File: src/rtl/vga_sync_receiver.sv
// Receiver for the 1-bit-per-colour VGA link: synchronises the pins, measures line/frame
// timing, locks onto stable timing and emits an (x, y, rgb) pixel stream while locked.
module vga_sync_receiver #(
    parameter int unsigned H_START     = 144,
    parameter int unsigned H_ACTIVE    = 640,
    parameter int unsigned V_START     = 35,
    parameter int unsigned V_ACTIVE    = 480,
    parameter bit          SYNC_NEG    = 1'b1,
    parameter int unsigned LINE_TOL    = 2,
    parameter int unsigned LOCK_FRAMES = 2,
    parameter int unsigned CW          = 12
) (
    input  logic          iCLK,
    input  logic          iRESETn,
    input  logic          iHSYNC,
    input  logic          iVSYNC,
    input  logic [2:0]    iRGB,
    output logic          oPIX_VALID,
    output logic [CW-1:0] oPIX_X,
    output logic [CW-1:0] oPIX_Y,
    output logic [2:0]    oPIX_RGB,
    output logic          oFRAME_START,
    output logic          oLOCKED,
    output logic          oERR,
    output logic [CW-1:0] oLINE_LEN,
    output logic [CW-1:0] oFRAME_LINES
);
    localparam int unsigned   GW        = $clog2(LOCK_FRAMES + 1);
    localparam logic [CW-1:0] CNT_MAX   = {CW{1'b1}};
    localparam logic [CW-1:0] H_LO      = CW'(H_START);
    localparam logic [CW-1:0] H_HI      = CW'(H_START + H_ACTIVE);
    localparam logic [CW-1:0] V_LO      = CW'(V_START);
    localparam logic [CW-1:0] V_HI      = CW'(V_START + V_ACTIVE);
    localparam logic [CW-1:0] TOL       = CW'(LINE_TOL);
    localparam logic [GW-1:0] GOOD_LAST = GW'(LOCK_FRAMES - 1);

    typedef enum logic [1:0] {SEARCH, MEASURE, LOCKED} rxState_e;

    logic          hsMeta, hsSync, hsPrev;
    logic          vsMeta, vsSync, vsPrev;
    logic [2:0]    rgbMeta, rgbSync, rgbDly;
    logic          hsEdgeC, vsEdgeC;
    logic [CW-1:0] hcnt, vcnt;
    logic [CW-1:0] lineLenC, frameLinesC, lenDiffC;
    logic          lenOkC, hcntSatC, vcntSatC;
    rxState_e      state, stateNext;
    logic [GW-1:0] goodCnt, goodNext;
    logic [CW-1:0] refLen, refLenNext;
    logic          refValid, refValidNext;
    logic          linesOk, linesOkNext;
    logic          errC, pixValidC, frameStartC;

    // Two-flop synchronisers; rgbDly keeps RGB aligned with hcnt, which trails the pins by 3 cycles
    always_ff @(posedge iCLK or negedge iRESETn) begin
        if (!iRESETn) begin
            hsMeta  <= 1'b0;
            hsSync  <= 1'b0;
            hsPrev  <= 1'b0;
            vsMeta  <= 1'b0;
            vsSync  <= 1'b0;
            vsPrev  <= 1'b0;
            rgbMeta <= 3'b000;
            rgbSync <= 3'b000;
            rgbDly  <= 3'b000;
        end else begin
            hsMeta  <= iHSYNC;
            hsSync  <= hsMeta;
            hsPrev  <= hsSync;
            vsMeta  <= iVSYNC;
            vsSync  <= vsMeta;
            vsPrev  <= vsSync;
            rgbMeta <= iRGB;
            rgbSync <= rgbMeta;
            rgbDly  <= rgbSync;
        end
    end

    // Edges use the raw previous level so the cleared flops never fake an edge after reset
    assign hsEdgeC = SYNC_NEG ? (hsPrev & ~hsSync) : (~hsPrev & hsSync);
    assign vsEdgeC = SYNC_NEG ? (vsPrev & ~vsSync) : (~vsPrev & vsSync);

    assign hcntSatC    = (hcnt == CNT_MAX);
    assign vcntSatC    = (vcnt == CNT_MAX);
    assign lineLenC    = hcntSatC ? CNT_MAX : hcnt + CW'(1);
    assign frameLinesC = vcntSatC ? CNT_MAX : vcnt + CW'(1);
    assign lenDiffC    = (lineLenC >= refLen) ? lineLenC - refLen : refLen - lineLenC;
    assign lenOkC      = (lenDiffC <= TOL);

    always_ff @(posedge iCLK or negedge iRESETn) begin
        if (!iRESETn) begin
            hcnt         <= '0;
            vcnt         <= '0;
            oLINE_LEN    <= '0;
            oFRAME_LINES <= '0;
        end else begin
            if (hsEdgeC) begin
                hcnt      <= '0;
                oLINE_LEN <= lineLenC;
            end else if (!hcntSatC) begin
                hcnt <= hcnt + CW'(1);
            end
            if (vsEdgeC) begin
                vcnt         <= '0;
                oFRAME_LINES <= frameLinesC;
            end else if (hsEdgeC && !vcntSatC) begin
                vcnt <= vcnt + CW'(1);
            end
        end
    end

    always_ff @(posedge iCLK or negedge iRESETn) begin
        if (!iRESETn) begin
            state    <= SEARCH;
            goodCnt  <= '0;
            refLen   <= '0;
            refValid <= 1'b0;
            linesOk  <= 1'b0;
        end else begin
            state    <= stateNext;
            goodCnt  <= goodNext;
            refLen   <= refLenNext;
            refValid <= refValidNext;
            linesOk  <= linesOkNext;
        end
    end

    // Lock state machine; vs_e wins over a coincident hs_e while measuring
    always_comb begin
        stateNext    = state;
        goodNext     = goodCnt;
        refLenNext   = refLen;
        refValidNext = refValid;
        linesOkNext  = linesOk;
        errC         = 1'b0;
        case (state)
            SEARCH: begin
                goodNext = '0;
                if (vsEdgeC) begin
                    stateNext    = MEASURE;
                    refValidNext = 1'b0;
                    linesOkNext  = 1'b1;
                end
            end
            MEASURE: begin
                if (vsEdgeC) begin
                    refValidNext = 1'b0;
                    linesOkNext  = 1'b1;
                    if (linesOk && (vcnt >= V_HI)) begin
                        if (goodCnt == GOOD_LAST) begin
                            stateNext = LOCKED;
                            goodNext  = '0;
                        end else begin
                            goodNext = goodCnt + GW'(1);
                        end
                    end else begin
                        goodNext = '0;
                    end
                end else if (hsEdgeC) begin
                    if (!refValid) begin
                        refLenNext   = lineLenC;
                        refValidNext = 1'b1;
                    end else if (!lenOkC) begin
                        linesOkNext = 1'b0;
                    end
                end
            end
            LOCKED: begin
                if ((hsEdgeC && !lenOkC) || hcntSatC || vcntSatC || (vsEdgeC && (vcnt < V_HI))) begin
                    errC      = 1'b1;
                    stateNext = SEARCH;
                    goodNext  = '0;
                end
            end
            default: stateNext = SEARCH;
        endcase
    end

    assign pixValidC   = (state == LOCKED) && (hcnt >= H_LO) && (hcnt < H_HI) &&
                         (vcnt >= V_LO) && (vcnt < V_HI);
    assign frameStartC = pixValidC && (hcnt == H_LO) && (vcnt == V_LO);

    // Registered pixel/status outputs; X/Y/RGB hold between valid pixels
    always_ff @(posedge iCLK or negedge iRESETn) begin
        if (!iRESETn) begin
            oPIX_VALID   <= 1'b0;
            oPIX_X       <= '0;
            oPIX_Y       <= '0;
            oPIX_RGB     <= 3'b000;
            oFRAME_START <= 1'b0;
            oLOCKED      <= 1'b0;
            oERR         <= 1'b0;
        end else begin
            oPIX_VALID   <= pixValidC;
            oFRAME_START <= frameStartC;
            oLOCKED      <= (stateNext == LOCKED);
            oERR         <= errC;
            if (pixValidC) begin
                oPIX_X   <= hcnt - H_LO;
                oPIX_Y   <= vcnt - V_LO;
                oPIX_RGB <= rgbDly;
            end
        end
    end
endmodule

File: config.mk
export PLATFORM = sky130hd
export DESIGN_NAME = vga_sync_receiver
export DESIGN_NICKNAME = d
export VERILOG_FILES = /design/src/rtl/vga_sync_receiver.sv
export SDC_FILE = /design/constraint.sdc
export NUM_CORES = 1
export LEC_CHECK = 0
export BUFFER_PORTS_ARGS = -buffer_cell sky130_fd_sc_hd__clkbuf_2
export CAP_MARGIN = 40
export CORE_MARGIN = 8
export CORE_UTILIZATION = 59
export CTS_CLUSTER_DIAMETER = 120
export CTS_CLUSTER_SIZE = 25
export DETAILED_ROUTE_END_ITERATION = 16
export PLACE_DENSITY = 0.92
export RECOVER_POWER = 25
export SLEW_MARGIN = 30
export SYNTH_ARGS = -nofsm -noshare
export SYNTH_HDL_FRONTEND = slang
export SYNTH_SLANG_ARGS = --single-unit
File: constraint.sdc
create_clock -name iCLK -period 5.2 [get_ports iCLK]
set_input_delay 0.78 -clock iCLK [delete_from_list [all_inputs] [get_ports iCLK]]
set_output_delay 0.78 -clock iCLK [all_outputs]
set_load 0.005 [all_outputs]
==> flow_summary.json <==
{
  "dp_cells": 836,
  "grt_pass1_vias": 4962,
  "clk-insertion-delay-late_ps": 390,
  "worst_setup_path_end_kind": "flip-flop",
  "start_util_pct": 59.9,
  "cp-start-kind": "flip-flop",
  "p_per_area_nw_per_um2": 406,
  "clkTransAtPathRegs_ps": 110,
  "synth.cell_area_um2": 6100,
  "seq_area_frac_synth_pct": 46.0,
  "synth-main-ff-cell": "dfrtp_1",
  "violations": "capacitance limit, slew limit",
  "core-area_um2": 10200,
  "clk_path_buf_depth": 2,
  "cp_max_fo": 14,
  "yosys_register_bits": 112,
  "fin_util_pct": 65.1,
  "ys_async_sr_fraction_pct": 100,
  "cap_violations": 1,
  "r2r-start": "hcnt[0]",
  "dp_hpwl_mm": 10.5,
  "clock-sinks": 112,
  "ir_drop_uv": 255,
  "fin_cells": 853,
  "io_pins": 62,
  "diodes": 0,
  "startpoint": "hcnt[0]",
  "synth_edf_count": 0,
  "grt-ovfl-total": 0,
  "cts_tree": "built",
  "via_per_inst": 5.87,
  "syn_inst": 676,
  "fillCellCount": 780,
  "synthToLayoutAreaGrowth_pct": 8.82,
  "fin_crit_ps": 4760,
  "antenna_found_initial": 0,
  "max_stage_delay_ps": 650,
  "netlist.area_leader.share_pct": 46.0,
  "dp_worst_setup_slack_ps": 512,
  "syn_nets": 714,
  "drcViolationCount": 0,
  "drv_slew": 49,
  "cts_root_buf": "clkbuf_8",
  "p_leak_nw": 3.27,
  "nets": 750,
  "hold_viol_final": 0,
  "path_cells": "ha_1 -> and3_1 -> nand4_1 -> or2_2 -> and2_0 -> inv_1 -> ha_1 -> a21oi_1 -> o21ai_0 -> a22oi_2 -> and2_1 -> mux2i_1 -> xnor2_1 -> or4_1 -> o211ai_1",
  "crit_slowest_cell": "or4_1",
  "slew_headroom_pct": -70.5,
  "fmax_ghz": 0.210,
  "wire_per_inst_um": 16.7,
  "cts_max_level": 3,
  "required_ps": 5500,
  "yosys.area.top_type": "dfrtp_1",
  "grt_usage_pct": 20.7,
  "rows": 37,
  "drt_iter0_drc": 493,
  "die_h_um": 118,
  "die_x_um": 118,
  "fin_ws_ps": 438,
  "synth_area_per_cell_um2": 9.02,
  "cp_top_family": "simple AND/OR/NAND/NOR gates",
  "crit_buf_inv": 1,
  "tns_ps": 0,
  "status": "finished with violations",
  "vias": 5011,
  "grt_max_degree": 49,
  "gp_congestion": 0.956,
  "port_buffers": 61,
  "yosysWarnings": 0,
  "tightest_slew_ps": 2560,
  "cts_buffers": 9,
  "antenna_left": 0,
  "hold_class": "flip-flop to flip-flop",
  "synthTopCellsByArea": "dfrtp_1 (46%), ha_1 (6.0%), nand2_1 (5.8%)",
  "rsz0062_at_grt": "no",
  "drive_gt1_share_pct": 14.1,
  "clock_skew_ps": 13.4,
  "crit_top_cell": "ha_1",
  "grt_pass1_wl_mm": 24.0,
  "fin_total_pwr_mw": 2.69,
  "ctsHoldBuffers": 0,
  "critPathArrivalTime_ps": 5060,
  "fin_crit_sh_pct": 91.6,
  "crit_type": "flip-flop to flip-flop",
  "ys_types": 66,
  "firstDrtPassIters": 5,
  "finalSetupViolations": 0,
  "dieArea_um2": 13800,
  "hold_start": "vsMeta",
  "wl_mm": 14.3
}
-- path summary, 6_finish.rpt --
kind | slack, ps | depth (start not counted) | end
max | 440 | 15 | goodCnt[1]
min | 360 | 0 | vsSync
max reg2reg | 440 | 15 | goodCnt[1]
min reg2reg | 360 | 0 | vsSync
max in group asynchronous | 1320 | 3 | oPIX_Y[11]
min in group asynchronous | 690 | 1 | state[1]
-- sequential cells by signal, summed over array words and instances (netlist names), 2 cells and up --
name          count
oPIX_Y           12
rgbDly            3
state             2
hcnt             12
rgbSync           3
oPIX_RGB          3
rgbMeta           3
oFRAME_LINES     12
goodCnt           2
oLINE_LEN        12
refLen           12
oPIX_X           12
vcnt             12
-- cell families after synthesis --
family / after synthesis / share of synthesized area [%]
buffers and inverters: 85 / 5.75
adder cells (fa/ha/maj): 31 / 6.61
AO/OA/AOI/OAI: 144 / 14.7
XOR/XNOR: 44 / 6.32
flip-flops: 112 / 46.0
AND/OR/NAND/NOR: 254 / 19.6
multiplexers: 6 / 1.05
-- layout make-up --
cell class	instances	area (µm²)	area share (%)
clock buffers	9	124	1.87
inverters	40	150	2.26
well taps	136	170	2.56
multi-input cells	479	2950	44.5
clock inverters	7	63.8	0.962
flip-flops and latches	112	2800	42.2
repair buffers	70	373	5.62
-- synth_stat cells, types with 14 or more instances --
master / number
o21ai_0: 58
nand3_1: 17
nand2_1: 95
dfrtp_1: 112
xor2_1: 16
clkbuf_1: 36
ha_1: 29
nor2_1: 66
a21oi_1: 28
and3_1: 14
inv_1: 40
xnor2_1: 28
-- report_power, final --
part	internal (mW)	leakage [nW]	switching, mW
Clock	0.184	0.0959	0.311
Combinational	0.548	1.69	0.666
Sequential	0.931	1.48	0.0553
-- metal layers --
layer,track usage (%),part of all wire (%),vias up,routed length (µm)
met1,25.8,43,2448,6080
li1,-,-,2355,-
met4,8.73,2.7,0,389
met3,4.41,5.4,40,772
met2,34.3,49,168,7050
met5,0,0,-,0
-- timing repair --
action,in CTS,in global routing
setup buffers,0,0
resized for setup,0,1
endpoints found under the setup margin,0,1
-- placed cells by master (no fill, tap or decap), types with 4 or more instances in the layout --
cell	count
a211oi_1	6
a21o_1	6
a21oi_1	28
a31oi_1	12
and2_1	5
and3_1	14
buf_4	6
clkbuf_2	60
clkbuf_8	9
clkinv_4	5
dfrtp_1	112
ha_1	29
inv_1	40
nand2_1	95
nand2b_1	6
nand3_1	17
nand4_1	7
nor2_1	66
nor3_1	8
nor4_1	6
o21ai_0	58
o31ai_1	4
or3_1	5
xnor2_1	28
xor2_1	16
-- per-stage QoR --
step / hold slack, ps / cell area (µm²)
2_1_floorplan: 331 / 6100
3_3_place_gp: 333 / 6420
3_5_place_dp: 335 / 6460
4_1_cts: 301 / 6650
5_1_grt: 369 / 6640
6_report: 361 / 6640
Power figures use the tool's default switching activity.
